<file path="src/rtl/time_count_pkg.sv">
// Shared constants and helpers for the four-digit decimal time counter.
package time_count_pkg;

  localparam int CYCLES_PER_TICK_DEFAULT = 50_000_000;
  localparam int PRESCALE_W              = 26;
  localparam int DIGIT_W                 = 4;
  localparam int NUM_DIGITS              = 4;
  localparam int SEG_W                   = 7;

  typedef logic [DIGIT_W-1:0]    digit_t;
  typedef logic [SEG_W-1:0]      seg_t;
  typedef logic [PRESCALE_W-1:0] prescale_t;

  // Active-low segment patterns, bit0=a ... bit6=g.
  localparam seg_t SEG_0     = 7'h40;
  localparam seg_t SEG_1     = 7'h79;
  localparam seg_t SEG_2     = 7'h24;
  localparam seg_t SEG_3     = 7'h30;
  localparam seg_t SEG_4     = 7'h19;
  localparam seg_t SEG_5     = 7'h12;
  localparam seg_t SEG_6     = 7'h02;
  localparam seg_t SEG_7     = 7'h78;
  localparam seg_t SEG_8     = 7'h00;
  localparam seg_t SEG_9     = 7'h10;
  localparam seg_t SEG_BLANK = 7'h7F;

  typedef struct packed {
    logic   carry;
    digit_t digit;
  } bcd_step_t;

  // Values of 9 and above roll to 0 so a digit can never leave 0..9.
  function automatic bcd_step_t bcd_inc(input digit_t d, input logic cin);
    bcd_step_t r;
    r.carry = 1'b0;
    r.digit = d;
    if (cin) begin
      if (d >= digit_t'(9)) begin
        r.digit = '0;
        r.carry = 1'b1;
      end else begin
        r.digit = d + digit_t'(1);
      end
    end
    return r;
  endfunction

endpackage

</file>
<file path="src/rtl/time_count_hex_decoder.sv">
// Combinational BCD to active-low 7-segment decoder; non-decimal codes blank the display.
module hex_decoder
  import time_count_pkg::*;
(
  input  logic [3:0] digit,
  output logic [6:0] seg
);

  always_comb begin
    seg = SEG_BLANK;
    unique case (digit)
      4'd0:    seg = SEG_0;
      4'd1:    seg = SEG_1;
      4'd2:    seg = SEG_2;
      4'd3:    seg = SEG_3;
      4'd4:    seg = SEG_4;
      4'd5:    seg = SEG_5;
      4'd6:    seg = SEG_6;
      4'd7:    seg = SEG_7;
      4'd8:    seg = SEG_8;
      4'd9:    seg = SEG_9;
      default: seg = SEG_BLANK;
    endcase
  end

endmodule

</file>
<file path="src/rtl/time_count.sv">
// Four-digit decimal counter advanced once every CYCLES_PER_TICK enabled clocks,
// shown on four active-low 7-segment displays.
module time_count
  import time_count_pkg::*;
#(
  parameter int CYCLES_PER_TICK = CYCLES_PER_TICK_DEFAULT
) (
  input  logic       CLOCK_50,
  input  logic       reset,
  input  logic       SW,
  output logic [6:0] HEX0,
  output logic [6:0] HEX1,
  output logic [6:0] HEX2,
  output logic [6:0] HEX3
);

  localparam prescale_t TICK_LAST = prescale_t'(CYCLES_PER_TICK - 1);

  prescale_t                          prescaler_q, prescaler_d;
  logic [NUM_DIGITS-1:0][DIGIT_W-1:0] digit_q, digit_d;
  logic                               tick;
  logic [NUM_DIGITS:0]                carry;
  bcd_step_t                          step [NUM_DIGITS];

  assign tick = SW && (prescaler_q == TICK_LAST);

  always_comb begin
    prescaler_d = prescaler_q;
    if (SW) begin
      prescaler_d = tick ? '0 : prescaler_q + prescale_t'(1);
    end
  end

  // Ripple the tick through the digits; each carry lands on the same edge.
  always_comb begin
    carry    = '0;
    carry[0] = tick;
    digit_d  = digit_q;
    for (int i = 0; i < NUM_DIGITS; i++) begin
      step[i]    = bcd_inc(digit_q[i], carry[i]);
      digit_d[i] = step[i].digit;
      carry[i+1] = step[i].carry;
    end
  end

  always_ff @(posedge CLOCK_50) begin
    if (reset) begin
      prescaler_q <= '0;
      digit_q     <= '0;
    end else begin
      prescaler_q <= prescaler_d;
      digit_q     <= digit_d;
    end
  end

  hex_decoder u_hex0 (.digit(digit_q[0]), .seg(HEX0));
  hex_decoder u_hex1 (.digit(digit_q[1]), .seg(HEX1));
  hex_decoder u_hex2 (.digit(digit_q[2]), .seg(HEX2));
  hex_decoder u_hex3 (.digit(digit_q[3]), .seg(HEX3));

endmodule

</file>
<file path="config.mk">
export PLATFORM = sky130hd
export DESIGN_NAME = time_count
export DESIGN_NICKNAME = d
export VERILOG_FILES = /design/src/rtl/time_count_pkg.sv /design/src/rtl/time_count_hex_decoder.sv /design/src/rtl/time_count.sv
export SDC_FILE = /design/constraint.sdc
export NUM_CORES = 1
export LEC_CHECK = 0
export CORE_MARGIN = 2
export CORE_UTILIZATION = 50
export DETAILED_ROUTE_END_ITERATION = 10
export GPL_ROUTABILITY_DRIVEN = 0
export GPL_TIMING_DRIVEN = 0
export HOLD_SLACK_MARGIN = 0.08
export PLACE_DENSITY_LB_ADDON = 0.05
export SYNTH_ARGS = -nofsm -noshare
export SYNTH_HDL_FRONTEND = slang
export SYNTH_SLANG_ARGS = --single-unit
</file>
<file path="constraint.sdc">
create_clock -name CLOCK_50 -period 3.6 [get_ports CLOCK_50]
set_input_delay 0.36 -clock CLOCK_50 [delete_from_list [all_inputs] [get_ports CLOCK_50]]
set_output_delay 0.36 -clock CLOCK_50 [all_outputs]
set_load 0.005 [all_outputs]
</file>
==> metrics.txt <==
average cell area after synthesis 9.02 sq um; worst setup margin 0.336 ns; clock skew 0.00746 ns; worst hold margin 0.330 ns; final hold viol count 0; layout cells sized above 1 8.80%; grt ovf 0; gr usage total 18.8%; drt total wl 7.34 mm; worst-skew pair later-pin latency 0.34 ns; CTS clk-pin slew, worst paths 0.07 ns; maximum number of pins on one net before global-route repair 11; Rel. slew slack 51.1%; Pwr per Cell Area 316 nW/um^2; CP max stage delay 0.52 ns; number of fillers in the final layout 636; syn nets 460; Highest Clock Rate 0.306 GHz; die height 91.4 um; Worst Setup Start Kind register; FF-to-FF Start prescaler_q[0]$_SDFFE_PP0P_; I/O pin count 31; Hold Crit Class in2reg; Max-Cap Viols 0; Tcrit/Tclk final 90.7%; DRT iter0 DRCs 118; crit-path leading delay family simple AND/OR/NAND/NOR gates; Synth Instances 424; Yosys warning total 0; Final HPWL DP 5.38 mm; worst hold start SW; Slew Viols, Final 0; most frequent cell after synthesis dfxtp_1; CTS Hold Buffers Added 0; Antenna diodes 0; post-synth top area cell dfxtp_1; crit end category register; CP max FO 10; Max IR drop VDD 198 uV; leak pwr 1.73 nW; worst path bufs/invs 3; post-synthesis async set-or-reset flop share 0%; Synth Cell Area 3820 sq um; die area 8360 sq um; Final ANT Viol Nets 0; commonest cells in the netlist 70 x dfxtp_1, 40 x nor2_1, 33 x ha_1; setup TNS 0 ns; Starting Density 52.1%; Final Instance Area 4420 sq um; synth top area cells dfxtp_1 37%, ha_1 11%, mux2i_1 4.2%; library cells used by synthesis 60; drt wl/cell 13.0 um; Worst Path Required 3.80 ns; critical path type reg2reg; Clock Path Buffers 2; register area share after synthesis 36.7%; Die Width 91.4 um; Worst-Margin Slew 0.730 ns; post-route DRC violation count 0; pre-CTS setup slack 0.237 ns; global-route wire length before repair 12.9 mm; initial antenna violation count 0; port bufs 29; H-tree depth 3; most frequent CP cell ha_1; post-route minimum period 3.26 ns; RSZ-0062 raised after global routing no; top_reg_cell synth dfxtp_1; CTS Buf Count 9; Layout Nets 500; Post-DP Area 4240 sq um; Final Setup Violations 0; Synth top area share 36.7%; Post-synth EDFFs 0; #FFs+latches synth 70; vias in the first global route 2901; CP Launch Point prescaler_q[0]$_SDFFE_PP0P_; Root Buffer clkbuf_8; row count 31; status complete, no violations; Vias per Instance 5.31; CP max stage cell or4_1; Core Util, Final 60.3%; Via Count 3000; core box area 7330 sq um; DR pass1 iterations 4; area grow syn2layout 15.6%; worst-path cell chain ha_1, nand4_2, or4_4, buf_6, buf_2, or4_1, a21oi_2, inv_1, ha_1, mux2i_1, a21oi_1; CP Data Arrival Time 3.46 ns; CTS tree done; clock sinks 70
[report_power, final]
group	total, W	leakage, nW	internal, W	switching [W]
sequential	0.000778	0.564	0.000776	0.00000179
clock	0.000599	0.0911	0.000327	0.000273
combinational	0.0000216	1.08	0.00000636	0.0000152
[per-stage QoR]
step,instances,total power [W]
final,565,0.00140
after global routing,565,0.00145
after CTS,565,0.00142
after detailed placement,552,0.000817
after global placement,552,0.000816
after floorplan,424,0.000810
[cells by family after synthesis]
family                     after synthesis  share of synthesized area (%)
buffers and inverters                   49                           5.37
muxes                                   16                           4.19
and+or+nand+nor                        158                           24.0
xor gates and xnor gates                29                           6.64
AOI/OAI and AO/OA                       69                           12.4
DFF                                     70                           36.7
adders and majority gates               33                           10.8
[per-layer routing]
metal | vias to the layer above | GRT usage (%) | share of wire [%]
met2 | 40 | 30.3 | 46
met4 | 0 | 8.46 | 1.5
li1 | 1562 | - | -
met3 | 9 | 3.90 | 3.4
met1 | 1389 | 24.1 | 49
met5 | - | 0 | 0
[worst paths after layout]
kind,endpoint,slack (ns),depth (start not counted)
max,u_hex1.seg[3]$_DFF_P_,0.34,11
min,prescaler_q[1]$_SDFFE_PP0P_,0.33,3
max reg2reg,u_hex1.seg[3]$_DFF_P_,0.34,11
min reg2reg,prescaler_q[1]$_SDFFE_PP0P_,0.50,2
[cell type report]
type	count	area, sq um	share of cell area [%]
buffer	17	85.1	1.92
sequential	70	1400	31.7
clock inverter	2	35.0	0.793
timing repair buffer	29	290	6.57
tap	99	124	2.80
inverter	32	120	2.72
multi-input combinational	305	2220	50.3
clock buffer	11	141	3.20
[registers in the layout (all words and copies together), names as in the netlist]
signal       flops
prescaler_q     26
u_hex3.seg       7
u_hex0.seg       7
u_hex1.seg       7
digit_q         16
u_hex2.seg       7
[repair_timing]
item,4_1_cts,5_1_grt
resized for setup,0,2
endpoints found under the setup margin,0,5
setup buffers,0,0
[worst reg2reg max path: stages (launching register included)]
cell     delay (ns)
dfxtp_1        0.39
ha_1           0.20
nand4_2        0.27
or4_4          0.50
buf_6          0.15
buf_2          0.18
or4_1          0.52
a21oi_2        0.25
inv_1          0.11
ha_1           0.30
mux2i_1        0.15
a21oi_1        0.08
[cells in the final DEF (no fill, tap or decap), drive strengths merged, types with 4 or more instances in the layout]
cell type,count
nand3,18
a21oi,20
o21ai,15
mux2i,16
xnor2,13
ha,33
o21a,4
a2bb2oi,5
inv,32
nor2,40
nand2,24
or3b,5
clkdlybuf4s50,29
nor4,9
xor2,16
dfxtp,70
nand4,16
nor3,10
nand2b,8
clkbuf,20
buf,8
(Power assumes the default switching activity.)
